--- src/rtl/hazard_pkg.sv ---
// Shared constants for the decode-stage hazard scoreboard: producer latencies
// and stall_why bit positions.
package hazard_pkg;

  localparam int LAT_ALU  = 1;
  localparam int LAT_LOAD = 2;
  localparam int LAT_MF   = 1;
  localparam int LAT_LINK = 1;

  localparam int SW_SRC1 = 0;
  localparam int SW_SRC2 = 1;
  localparam int SW_WAW  = 2;
  localparam int SW_MDU  = 3;

  typedef logic [3:0] stall_why_t;

endpackage

--- src/rtl/hazard_scoreboard_mdu_timer.sv ---
// MDU busy timer: loads the operation latency on issue and counts down to idle.
// Instantiated only when SB_MDU_TRACK_EN is defined.
module mdu_busy_timer
  import hazard_pkg::*;
#(
  parameter int MCW = 4
) (
  input  logic           clk,
  input  logic           reset,
  input  logic           load,
  input  logic [MCW-1:0] load_val,
  output logic           busy
);

  logic [MCW-1:0] cnt;

  always_ff @(posedge clk) begin
    if (reset)
      cnt <= '0;
    else if (load)
      cnt <= load_val;
    else if (cnt != '0)
      cnt <= cnt - MCW'(1);
  end

  assign busy = (cnt != '0);

endmodule

--- src/rtl/hazard_scoreboard.sv ---
// Scoreboard stall unit beside decode: per-register countdown to forwardable,
// plus MDU busy tracking (internal timer when SB_MDU_TRACK_EN is defined).
module hazard_scoreboard
  import hazard_pkg::*;
#(
  parameter int NREG    = 32,
  parameter int AW      = 5,
  parameter int LW      = 3,
  parameter int MUL_LAT = 5,
  parameter int DIV_LAT = 10,
  parameter int MCW     = 4
) (
  input  logic          clk,
  input  logic          reset,
  input  logic          issue_valid,
  input  logic          src1_en,
  input  logic          src2_en,
  input  logic [AW-1:0] src1,
  input  logic [AW-1:0] src2,
  input  logic          src_early,
  input  logic          dst_en,
  input  logic [AW-1:0] dst,
  input  logic [LW-1:0] dst_lat,
  input  logic          mdu_op,
  input  logic          mdu_div,
  input  logic          hilo_acc,
  input  logic          mdu_busy,
  input  logic          flush,
  output logic          stall,
  output logic [3:0]    stall_why
);

  logic [LW-1:0] cnt [NREG];
  logic          issue_go;
  logic          mdu_busy_q;
  stall_why_t    hz;

  always_comb begin
    hz = '0;
    hz[SW_SRC1] = src1_en && (src1 != '0) &&
                  (src_early ? (cnt[src1] != '0) : (cnt[src1] > LW'(1)));
    hz[SW_SRC2] = src2_en && (src2 != '0) &&
                  (src_early ? (cnt[src2] != '0) : (cnt[src2] > LW'(1)));
    hz[SW_WAW]  = dst_en && (dst != '0) && (cnt[dst] > dst_lat);
    hz[SW_MDU]  = (mdu_op || hilo_acc) && mdu_busy_q;
  end

  assign stall     = issue_valid && !flush && (|hz);
  assign stall_why = stall ? hz : 4'b0000;
  assign issue_go  = issue_valid && !stall && !flush;

  // Entry 0 is held at zero so r0 never reports a hazard.
  always_ff @(posedge clk) begin
    for (int i = 0; i < NREG; i++) begin
      if (reset || flush || i == 0)
        cnt[i] <= '0;
      else if (issue_go && dst_en && dst == AW'(i))
        cnt[i] <= dst_lat;
      else if (cnt[i] != '0)
        cnt[i] <= cnt[i] - LW'(1);
    end
  end

`ifdef SB_MDU_TRACK_EN
  // Flush does not reach the timer: an MDU operation cannot be cancelled.
  mdu_busy_timer #(.MCW(MCW)) u_mdu_timer (
    .clk      (clk),
    .reset    (reset),
    .load     (issue_go && mdu_op),
    .load_val (mdu_div ? MCW'(DIV_LAT) : MCW'(MUL_LAT)),
    .busy     (mdu_busy_q)
  );

  logic unused_mdu_busy;
  assign unused_mdu_busy = mdu_busy;
`else
  assign mdu_busy_q = mdu_busy;

  logic unused_cfg;
  assign unused_cfg = ^{mdu_div, MUL_LAT, DIV_LAT, MCW};
`endif

endmodule
--- config.mk ---
export PLATFORM = sky130hd
export DESIGN_NAME = hazard_scoreboard
export DESIGN_NICKNAME = d
export VERILOG_FILES = /design/src/rtl/hazard_pkg.sv /design/src/rtl/hazard_scoreboard_mdu_timer.sv /design/src/rtl/hazard_scoreboard.sv
export SDC_FILE = /design/constraint.sdc
export NUM_CORES = 1
export LEC_CHECK = 0
export CORE_MARGIN = 2
export CORE_UTILIZATION = 40
export DETAILED_ROUTE_END_ITERATION = 8
export GPL_ROUTABILITY_DRIVEN = 0
export SLEW_MARGIN = 20
export SYNTH_ARGS = -nofsm -noshare
export SYNTH_HDL_FRONTEND = slang
export SYNTH_SLANG_ARGS = --single-unit
--- constraint.sdc ---
create_clock -name clk -period 6.99 [get_ports clk]
set_input_delay 1.398 -clock clk [delete_from_list [all_inputs] [get_ports clk]]
set_output_delay 1.398 -clock clk [all_outputs]
set_load 0.1 [all_outputs]
==> metrics.md <==
| Metric | Value |
|---|---|
| H-tree Lvls | `3` |
| I/O pins | `35` |
| Hold Path End | `cnt[1][0]$_DFFE_PP_` |
| Critical path's most frequent cell | `mux4_2` |
| Post-layout minimum cycle time | `6.434 ns` |
| Clock insertion delay at the later pin of the skew report | `0.36 ns` |
| Fraction of synthesized cell area taken by the top area cell type | `31.52%` |
| Start point of the worst hold path | `cnt[1][0]$_DFFE_PP_` |
| Post-place setup slack | `0.6114 ns` |
| Die Width | `152.8 microns` |
| Cells traversed along the worst timing path | `clkdlybuf4s50_1 -> buf_4 -> mux4_2 -> mux4_2 -> mux2_2 -> ha_1 -> nor2b_1 -> o21a_1 -> o2111ai_1 -> and2_2 -> a31oi_2 -> buf_12` |
| Vias in the first global route | `6618` |
| Maxcap violations | `0` |
| Status | `completed` |
| Initial standard-cell utilization of the core | `40.73%` |
| Count of endpoints failing setup in the final report | `0` |
| Die footprint | `0.02336 sq mm` |
| Leading registers by flop count | `cnt x93` |
| Synth Flop Type | `edfxtp_1` |
| Power per cell area | `307.2 mW/mm^2` |
| Total inserted antenna cells | `0` |
| Chip height | `152.8 microns` |
| Number of cells upsized or downsized after cts | `0` |
| GRT Total Usage | `21.38%` |
| Unrepaired setup endpoints after global routing | `false` |
| Maximum clock frequency | `0.1554 GHz` |
| Total DRC errors in the routed layout | `0` |
| Critical path's slowest cell | `clkdlybuf4s50_1` |
| Met1 capacity usage during global routing | `30.95%` |
| Arrival time of the worst setup path | `5.04 ns` |
| Sequential-to-total area share from yosys stat | `31.52%` |
| Req. time, crit path | `5.59 ns` |
| Clock tree root buffer cell | `clkbuf_16` |
| Cell Area, Placed | `0.009429 sq mm` |
| IR Drop Worst-Case VDD | `0.1114 mV` |
| Fin area | `0.009713 sq mm` |
| Crit path setup slack, layout | `0.5555 ns` |
| Via density per instance | `6.149` |
| End of the worst register-to-register path | `cnt[16][2]$_SDFFCE_PN0P_` |
| Maximum root-to-sink buffer count | `2` |
| Fraction of registers with async set or reset after synthesis | `0%` |
| Layout cells sized above 1 | `15.76%` |
| Final cycle utilization of the critical path | `92.05%` |
| Worst Hold Path Cells | `2` |
| Wire length of the first global-routing pass | `38.83 mm` |
| R2r setup slk | `2.35 ns` |
| Busiest layer in global routing | `met2` |
| Global-route met3 utilization | `2.892%` |
| Area growth, synth to finish | `9.616%` |
| Vias after detailed routing | `6795` |
| Net count of the finished layout | `915` |
| Iteration count of the initial detailed-routing pass | `6` |
| Clock transition at path regs | `0.06 ns` |
| Post-synthesis register bit count | `93` |
| Per-cell routed wire length | `22.18 microns` |
| Area of the core | `0.02176 sq mm` |
| Register name with the most flops | `cnt` |
| Launching element type of the critical path | `primary input` |
| Cell type contributing the most total cell area after synthesis | `edfxtp_1` |
| Number of buffers inserted during clock tree synthesis | `9` |
| Reg2reg start | `cnt[17][1]$_DFFE_PP_` |
| Residual overflow from global routing | `0` |
| Number of different library cells in the post-synthesis netlist | `53` |
| Synth Net Count | `916` |
| Largest cells by area after synthesis | `edfxtp_1 32%, mux4_2 11%, mux2i_1 11%` |
| Tightest Pin Transition | `0.9680 ns` |
| Clock tree from TritonCTS | `yes` |
| Summed instance area of the synthesized netlist | `0.008861 sq mm` |
| Number of flops mapped to enable cells by yosys | `93` |
| Final Hold Fails | `0` |
| Detailed Place HPWL | `17.49 mm` |
| Largest net degree at the start of global routing | `94` |
| Hold crit path type | `flip-flop to flip-flop` |
| Worst R2R Path Depth | `11` |
| Post-synthesis average cell area | `10.79 sq um` |
| Post-route setup TNS | `0 ns` |
| CP max FO | `24` |
| Max reg flops | `93` |
| TritonCTS sink count | `93` |
| PnR Total Power | `0.002984 W` |
| Post-Route WL | `24.51 mm` |
| Cells after synthesis | `821` |
| Antenna violations before repair | `0` |
| Delay of the slowest critical-path stage | `0.59 ns` |
| Post-CTS setup-driven buffer insertion count | `0` |
| Met2 layer usage reported by global route | `32.27%` |
| Count of antenna-violating nets left after detailed routing | `0` |
| Kind of end point of the critical path | `output port` |
| CTS hold repair buffers | `0` |
| Hold Worst Slack | `0.7301 ns` |
| P_leak | `3.862 nW` |
| Relative slew slack | `35.27%` |
| I/O Buffers | `33` |
| Violation count after the first detailed-route iteration | `503` |
| Cell Rows | `54` |
| Count of synthesis-stage warnings from yosys | `0` |
| Category of the critical setup timing path | `primary input to output port` |
| Count of final max-slew check failures | `0` |
| Worst Clk Skew | `0.008313 ns` |
==> layer usage <==
layer / wire length, microns / part of all wire (%) / vias up
li1: - / - / 3117
met1: 11340 / 46 / 3367
met2: 10900 / 44 / 259
met3: 1480 / 6.0 / 52
met4: 785 / 3.2 / 0
met5: 0 / 0 / -
==> synth_stat cells, drive strengths merged (16+ instances only) <==
| cell | n |
|---|---|
| inv | 100 |
| mux4 | 44 |
| mux2i | 97 |
| o2111ai | 33 |
| ha | 65 |
| nor3 | 16 |
| or3 | 93 |
| buf | 29 |
| edfxtp | 93 |
| nor2 | 60 |
| nand3 | 33 |
| clkbuf | 33 |
| nand2 | 22 |
==> area by class of cell <==
type | instances | area [sq um]
Clock buffer | 11 | 232.7
Clock inverter | 5 | 51.30
Tap cell | 280 | 350.3
Inverter | 100 | 375.4
Sequential cell | 93 | 2793
Timing Repair Buffer | 50 | 493.0
Fill cell | 2088 | 12040
Multi-Input combinational cell | 566 | 5418
==> worst max path at each step <==
stage	from	cells past startpoint	slack [ns]	end
after floorplan	dst[0]	13	0.21	stall
after global placement	dst[1]	12	0.61	stall
after detailed placement	dst[1]	12	0.61	stall
after CTS	dst[1]	12	0.59	stall
after global routing	dst[1]	12	0.42	stall
final	dst[1]	12	0.56	stall
==> worst max-delay path: cells and delay by family <==
kind	cells	cell delay (ns)
AO/OA/AOI/OAI	3	0.66
buffers and inverters	3	1.14
AND/OR/NAND/NOR	2	0.38
multiplexers	3	1.16
adder cells (fa/ha/maj)	1	0.28
==> through the flow <==
| step | util, % | instances |
|---|---|---|
| 3_5_place_dp | 43.34 | 1089 |
| 4_1_cts | 44.65 | 1105 |
| 5_1_grt | 44.65 | 1105 |
| 3_3_place_gp | 43.34 | 1089 |
| 2_1_floorplan | - | 821 |
| 6_report | 44.65 | 1105 |
==> cell usage in the layout, fill, tap and decap left out, drive strengths merged, types with 5 or more instances in the layout <==
cell type	synthesis	layout
nor2	60	60
or3	93	93
nand2	22	22
ha	65	65
nand3b	5	5
mux2i	97	97
or2	8	8
nand3	33	33
edfxtp	93	93
clkdlybuf4s50	0	28
buf	29	22
inv	100	100
o2111ai	33	33
nor3	16	16
o21ai	14	14
mux4	44	44
and3	5	5
clkbuf	33	11
a31oi	10	10
==> where the power goes <==
part	switching [W]	internal [W]
registers	0.000250	0.000897
logic	0.000734	0.000610
clock network	0.000218	0.000275
==> cell families after synthesis <==
| group | after synthesis | share of synthesized area, % |
|---|---|---|
| fa+ha+maj | 65 | 9.178 |
| compound gates | 94 | 13.12 |
| flops | 93 | 31.52 |
| mux | 145 | 22.69 |
| buf+inv | 162 | 7.724 |
| simple gates | 262 | 15.77 |
Power figures use the tool's default switching activity.
